### src/rtl/datapath_pkg.sv
// Shared definitions for the single-cycle datapath: default widths and the
// register-bank dump sequencer state encoding.
package datapath_pkg;

  localparam int unsigned DW = 32;
  localparam int unsigned AW = 4;

  typedef enum logic {
    IDLE = 1'b0,
    SEND = 1'b1
  } dump_state_t;

endpackage

### src/rtl/banco_registros_dump_seq.sv
// Dump sequencer for banco_registros: walks every register index once per
// dump_start and presents each value on a valid/ready stream.
module banco_dump_seq
  import datapath_pkg::*;
#(
  parameter int unsigned DW = datapath_pkg::DW,
  parameter int unsigned AW = datapath_pkg::AW
) (
  input  logic          clk,
  input  logic          rst,
  input  logic          dump_start,
  input  logic          dump_ready,
  output logic [AW-1:0] rd_addr,
  input  logic [DW-1:0] rd_data,
  output logic          dump_valid,
  output logic [AW-1:0] dump_addr,
  output logic [DW-1:0] dump_data,
  output logic          dump_busy
);

  dump_state_t state;
  logic        last;

  assign last = (dump_addr == '1);

  // The bank answers rd_addr with write-through, so capturing rd_data on the
  // loading edge yields the post-write contents of the next index.
  assign rd_addr = (state == IDLE) ? '0 : dump_addr + 1'b1;

  always_ff @(posedge clk or posedge rst) begin
    if (rst) begin
      state      <= IDLE;
      dump_valid <= 1'b0;
      dump_busy  <= 1'b0;
      dump_addr  <= '0;
      dump_data  <= '0;
    end else begin
      case (state)
        IDLE: begin
          if (dump_start) begin
            state      <= SEND;
            dump_valid <= 1'b1;
            dump_busy  <= 1'b1;
            dump_addr  <= '0;
            dump_data  <= rd_data;
          end
        end
        SEND: begin
          if (dump_ready) begin
            if (last) begin
              state      <= IDLE;
              dump_valid <= 1'b0;
              dump_busy  <= 1'b0;
              dump_addr  <= '0;
            end else begin
              dump_addr <= rd_addr;
              dump_data <= rd_data;
            end
          end
        end
        default: state <= IDLE;
      endcase
    end
  end

endmodule

### src/rtl/banco_registros.sv
// Register bank for the single-cycle datapath: two combinational read ports
// with write-through bypass, one write port, and a serial debug dump stream.
module banco_registros
  import datapath_pkg::*;
#(
  parameter int unsigned DW  = datapath_pkg::DW,
  parameter int unsigned AW  = datapath_pkg::AW,
  parameter bit          R0Z = 1'b1
) (
  input  logic          clk,
  input  logic          rst,
  input  logic [AW-1:0] ra1,
  input  logic [AW-1:0] ra2,
  output logic [DW-1:0] rd1,
  output logic [DW-1:0] rd2,
  input  logic          we,
  input  logic [AW-1:0] wa,
  input  logic [DW-1:0] wd,
  input  logic          dump_start,
  output logic          dump_valid,
  input  logic          dump_ready,
  output logic [AW-1:0] dump_addr,
  output logic [DW-1:0] dump_data,
  output logic          dump_busy
);

  localparam int unsigned DEPTH = 2 ** AW;

  logic [DW-1:0] regs [DEPTH];
  logic          wr_ok;
  logic [AW-1:0] seq_addr;
  logic [DW-1:0] seq_data;

  assign wr_ok = we && !(R0Z && (wa == '0));

  always_ff @(posedge clk or posedge rst) begin
    if (rst) begin
      for (int unsigned i = 0; i < DEPTH; i++) regs[i] <= '0;
    end else if (wr_ok) begin
      regs[wa] <= wd;
    end
  end

  function automatic logic [DW-1:0] port_read(
    input logic [AW-1:0] a,
    input logic [DW-1:0] stored,
    input logic          wen,
    input logic [AW-1:0] waddr,
    input logic [DW-1:0] wdata
  );
    if (R0Z && (a == '0)) return '0;
    if (wen && (waddr == a)) return wdata;
    return stored;
  endfunction

  assign rd1      = rst ? '0 : port_read(ra1, regs[ra1], wr_ok, wa, wd);
  assign rd2      = rst ? '0 : port_read(ra2, regs[ra2], wr_ok, wa, wd);
  assign seq_data = port_read(seq_addr, regs[seq_addr], wr_ok, wa, wd);

  banco_dump_seq #(
    .DW(DW),
    .AW(AW)
  ) u_dump (
    .clk       (clk),
    .rst       (rst),
    .dump_start(dump_start),
    .dump_ready(dump_ready),
    .rd_addr   (seq_addr),
    .rd_data   (seq_data),
    .dump_valid(dump_valid),
    .dump_addr (dump_addr),
    .dump_data (dump_data),
    .dump_busy (dump_busy)
  );

endmodule

### config.mk
export PLATFORM = sky130hd
export DESIGN_NAME = banco_registros
export DESIGN_NICKNAME = d
export VERILOG_FILES = /design/src/rtl/datapath_pkg.sv /design/src/rtl/banco_registros_dump_seq.sv /design/src/rtl/banco_registros.sv
export SDC_FILE = /design/constraint.sdc
export NUM_CORES = 2
export LEC_CHECK = 0
export CAP_MARGIN = 20
export CORE_MARGIN = 2
export CORE_UTILIZATION = 40
export DETAILED_ROUTE_END_ITERATION = 16
export PLACE_DENSITY = 0.6
export REMOVE_ABC_BUFFERS = 1
export SLEW_MARGIN = 15
export SYNTH_ARGS = -nofsm -noshare
export SYNTH_HDL_FRONTEND = slang
export SYNTH_SLANG_ARGS = --single-unit
### constraint.sdc
create_clock -name clk -period 19.7 [get_ports clk]
set_input_delay 4.925 -clock clk [delete_from_list [all_inputs] [get_ports clk]]
set_output_delay 4.925 -clock clk [all_outputs]
set_load 0.03 [all_outputs]
### Word level (Yosys, flattened, before mapping)

Cells that the tools add are included.

| word-level totals | value |
|---|---|
| register bits after elaboration | 550 |
| output and inout bits | 102 |

| operators by class | value |
|---|---|
| add/subtract/negate cells | 1 |
| magnitude comparators | 5 |
| equality and inequality tests | 8 |
| mux-type cells | 52 |
| bitwise gates (word level) | 5 |
| reduce and logical (&&, ||, !) cells | 13 |

Operators by type and width:

| kind | number |
|---|---|
| 32-bit 2-to-1 mux | 24 |
| 512-bit bitwise mux | 1 |
| 32-bit binary-select mux with 4-bit select | 3 |
| 32-bit demux with 4-bit select | 1 |
| 32-bit one-hot mux with 2 select lines | 1 |
| 5-bit >= comparator, second input constant | 4 |
| 4-bit inverter with 5-bit output | 4 |
| 4-bit zero test | 4 |
| 4-bit 2-to-1 mux | 4 |
| 1-bit 2-to-1 mux | 15 |
| 4-bit equality test | 3 |
| 2-bit != test, second input constant | 4 |
| 4-bit one-hot mux with 2 select lines | 1 |
| 3-bit AND reduction | 2 |
| 1-bit logical AND | 5 |
| 5-bit by 1-bit < comparator with 1-bit output, second input constant | 1 |
| 4-bit by 1-bit adder with 4-bit output, second input constant | 1 |
| 4-bit equality test, second input constant | 1 |
| 1-bit one-hot mux with 2 select lines | 2 |
| 2-bit AND reduction | 1 |
| 1-bit zero test | 1 |
| 1-bit inverter | 1 |

### Longest topological paths before layout

| depth | value |
|---|---|
| depth after elaboration | 11 |
| mapped depth | 10 |

### Modules after synthesis

A second synthesis with hierarchy kept.

| second synthesis, totals | value |
|---|---|
| cells, all modules | 2190 |
| area total of the unflattened synthesis | 33190.6 um2 |

Modules (own cells, without submodules):

| module | instances | cells an instance | area an instance (um2) | sequential area each (um2) |
|---|---|---|---|---|
| banco_registros | 1 | 2087 | 31544.0 | 12812.3 |
| banco_dump_seq | 1 | 103 | 1646.6 | 950.9 |

### Least setup slack after synthesis

OpenSTA, ideal clock, no wires.

| timing path | value |
|---|---|
| path kind | input to output |
| start | in ra1[0] |
| end | out rd1[0] |
| arrival time | 6.836 ns |
| data required time | 14.775 ns |
| path slack | 7.939 ns |
| stages on the path | 7 |
| path through | clkbuf_1 -> clkbuf_1 -> buf_2 -> mux4_2 -> mux4_2 -> inv_1 -> o2bb2ai_1 |

| between the ends | value |
|---|---|
| word-level cells in the longest chain between the ends | 7 |
| elaborated cells on any way between the ends | 14 |
| those cells by class | eq/ne: 1; mux: 10; bitwise: 1; reduce/logical: 2 |

Ends and longest elaborated chain:

| element | line | source |
|---|---|---|
| from (decl) | banco_registros.sv:12 | `input logic [AW-1:0] ra1,` |
| 4-bit inverter with 5-bit output (not written as such) or 4-bit equality test (tied branches) | banco_registros.sv:56, banco_registros.sv:52 |  |
| 32-bit binary-select mux with 4-bit select or 1-bit logical AND (tied branches) | banco_registros.sv:56, banco_registros.sv:52 |  |
| 32-bit 2-to-1 mux (not written as such) or 1-bit 2-to-1 mux (tied branches) (2 in a row) | banco_registros.sv:56, banco_registros.sv:52 |  |
| 32-bit 2-to-1 mux | banco_registros.sv:53 | `return stored;` |
| 32-bit 2-to-1 mux (*) | banco_registros.sv:52 | `if (wen && (waddr == a)) return wdata;` |
| 32-bit 2-to-1 mux (*) | banco_registros.sv:56 | `assign rd1 = rst ? '0 : port_read(ra1, regs[ra1], wr_ok, wa, wd);` |
| to (decl) | banco_registros.sv:14 | `output logic [DW-1:0] rd1,` |

Every way passes the cells marked *; elsewhere a longest branch is shown, timed or not. The select of a mux whose other input is x is not followed.

### Final worst setup path

| timing path | value |
|---|---|
| start | in ra1[0] |
| end | out rd1[17] |

The elaborated chain is that of the path after synthesis.

==> results by group <==
Clock network
  – Clk buf depth: 3
  – CTS tree: yes
  – Setup bufs post-CTS: 0
  – Worst-path clk slew: 70 ps
  – Clk sinks: 550
  – Num CTS Buffers: 61
  – H-tree levels: 2
  – Clk root buf: clkbuf_16
  – Hold buffers post-CTS: 0
  – Worst-Skew Late Latency: 640 ps
  – Post-CTS sizing: 0

Timing
  – Fin crit period: 13300 ps
  – Clock skew: approximately 21 ps
  – Final setup vio count: 0
  – Final hold viol count: 0
  – Least-Margin Pin Slew: 1150 ps
  – Hold WS: 419 ps
  – Unrepaired setup endpoints after global routing: false
  – Worst setup margin: 6400 ps
  – Pins Over Slew Limit: 0
  – F_max: roughly 0.075 GHz
  – Slew HR: a little under a quarter
  – Final period util: 67.5%

Yosys
  – Synth area leader: dfrtp_1
  – Synth Area in Compound Gates: 10.6%
  – Synth cell types: roughly 50
  – Simple-gate share of the synthesized area: 5.71%
  – Synth Instances: 2614
  – Area contributors post-synth: dfrtp_1 (40%), mux4_2 (21%), mux2_2 (15%)
  – Post-Synth Adder-Cell Area: less than 1%
  – Synth Area in XOR/XNOR: less than 1%
  – Mean post-synth cell area: 13.2 µm²
  – Post-synth top cells: dfrtp_1 (550), mux2_2 (468), mux4_2 (320)
  – Ys Warns: 0
  – Synth top area share: between 30% and 40%
  – Post-synthesis mux area share: 38.5%
  – Post-synth EDFFs: 0
  – Largest family of logic cells by synthesized area: multiplexers
  – Seq/Total Area, Yosys: between 30 and 40%
  – Ys flop type: dfrtp_1
  – Mapped cell area: 0.0344 mm²
  – Post-synth ARST share: 100%
  – #FFs+latches synth: 550
  – Most common cell in the synthesized netlist: dfrtp_1

Power
  – Sequential fraction of design power: 29.6%
  – Comb pwr share: about half
  – P_sw: 2.34 mW
  – Switching share of power: 41.3%
  – Power per cell area: ~150 mW/mm²
  – Leak Pwr: 15.6 nW
  – Clk pwr share: 21.7%
  – Peak VDD IR: between 100 and 150 µV
  – Pint: ~3.3 mW

Floorplan
  – Full die area: 0.0884 mm²
  – Initial Util: 40.4%
  – Top Ports: 151
  – Core Region: 0.0853 mm²
  – Die X-Extent: approximately 300 µm
  – Die height: a little under 300 µm
  – Row Count: ~110

Worst setup path
  – CP dominant cell by count: buf_4
  – Crit path cell chain: buf_8, buf_4, nor4_1, nor2_1, nand2_2, buf_4, o2bb2ai_1, clkdlybuf4s50_1
  – Data arrival time of the critical path: 8370 ps
  – Max stage delay on crit path: 740 ps
  – Highest net fanout along the worst path: 57
  – Worst Setup Start Kind: primary input
  – Crit Path Category: primary input to primary output
  – Worst path slowest cell: clkdlybuf4s50_1
  – WP buf/inv: 4
  – Cell family with most CP delay: buffers and inverters
  – CP required: 14780 ps
  – Critical path endpoint category: primary output

Drt
  – Drt pass-1 iters: 7
  – WL/cell: ~32 µm
  – Routed WL: 120 mm
  – Initial drt markers: 2763
  – Vias per cell: 6.74
  – Via count: 25300
  – # DRC: 0
  – Remaining antenna violation count after routing: 0

Placed design
  – Pre-CTS setup slack: 6360 ps
  – I/O Buffers: 150
  – GPL Wtd Cong: between 0.8 and 0.9
  – DP Wirelength: approximately 66 mm
  – Inst Count DP: 3638
  – Area after DPL: 0.0367 mm²

GRT
  – Grt ovf: 0
  – Global-route wire length before repair: approximately 180 mm
  – Largest net degree at the start of global routing: 180
  – Global Route Usage Sum: 26.7%
  – Initial antenna violation count: 2
  – Vias in the first global route: 26500

Flow run
  – Number of max-cap violations: 0

Final layout
  – Non-Filler Instances: 3754
  – Final net count: approximately 2600
  – Layout area overhead: 12.8%
  – Cell area after layout: 0.0388 mm²
  – Share of cells above drive strength 1: 38.2%
  – Fin util: 45.5%

Run status
  – Run status: finished, final reports clean

Min path
  – Worst Hold Class: register to register
## per-layer routing
metal  track usage (%)  wire, µm
met5                 0         9
met4              11.8      5610
met3              5.62     10200
met2              42.5     55800
met1              35.2     48100
## flip-flops by register name, summed over array words and instances (netlist names)
register,count
u_dump.dump_busy,1
u_dump.dump_data,32
regs,512
u_dump.dump_addr,4
u_dump.state,1
## layout by cell type, fill, tap and decap left out, types with 3 or more instances in the layout
master	count
nor3_1	4
a221o_1	32
clkbuf_1	11
buf_6	3
o2bb2ai_1	64
nor2b_1	7
nor2_4	11
o21ai_0	3
nand2_2	3
a31oi_1	32
a311o_1	64
xnor2_1	5
clkbuf_16	63
nand3_1	6
mux2i_1	64
buf_4	57
a21oi_1	4
nor2_1	5
a211o_1	64
and3_1	4
diode_2	3
and2_1	91
buf_12	3
clkdlybuf4s50_1	142
mux2_1	12
a211oi_1	96
clkbuf_8	18
a221oi_1	32
nand2_1	139
xor2_1	6
inv_1	65
nand2b_1	3
dfrtp_1	548
mux2_2	468
mux4_2	320
a22oi_1	32
and3b_1	64
clkinv_2	11
bufinv_16	7
## cell type report
class	count	area (µm²)
clock buffer	92	1870
timing repair buffer	209	1980
clock inverter	21	293
multi-input combinational	1667	19200
tap	1144	1430
fill	7500	46500
sequential	550	13800
antenna	3	7.51
inverter	68	263
## power groups by stage
stage | sequential, mW | clock (mW) | combinational, mW
2_1_floorplan | 1.71 | 0 | 1.70
3_3_place_gp | 1.65 | 0 | 2.67
3_5_place_dp | 1.68 | 0 | 2.70
4_1_cts | 1.66 | 1.25 | 2.71
5_1_grt | 1.71 | 1.29 | 2.89
6_report | 1.67 | 1.23 | 2.75
## worst paths after layout
path / startpoint / end / slack [ps] / cells past startpoint
max: ra1[0] / rd1[17] / 6400 / 8
min: regs[486] / regs[486] / 420 / 0
max in group asynchronous: rst / u_dump.dump_data[7] / 12170 / 4
min reg2reg: regs[486] / regs[486] / 420 / 0
min in group asynchronous: rst / u_dump.dump_data[6] / 5140 / 2
max reg2reg: u_dump.dump_addr[0] / u_dump.dump_data[28] / 14680 / 9
## cell families after synthesis
kind of cell	after synthesis
adder cells (fa/ha/maj)	1
multiplexers	865
XOR/XNOR	13
flip-flops	550
AND/OR/NAND/NOR	353
AO/OA/AOI/OAI	435
buffers and inverters	397
## per-stage QoR
stage / power, mW / setup TNS (ps)
6_report: 5.66 / 0
5_1_grt: 5.89 / 0
4_1_cts: 5.62 / 0
3_5_place_dp: 4.38 / 0
3_3_place_gp: 4.33 / 0
2_1_floorplan: 3.40 / -331240
Note: power is estimated with default switching activity, not from simulation.
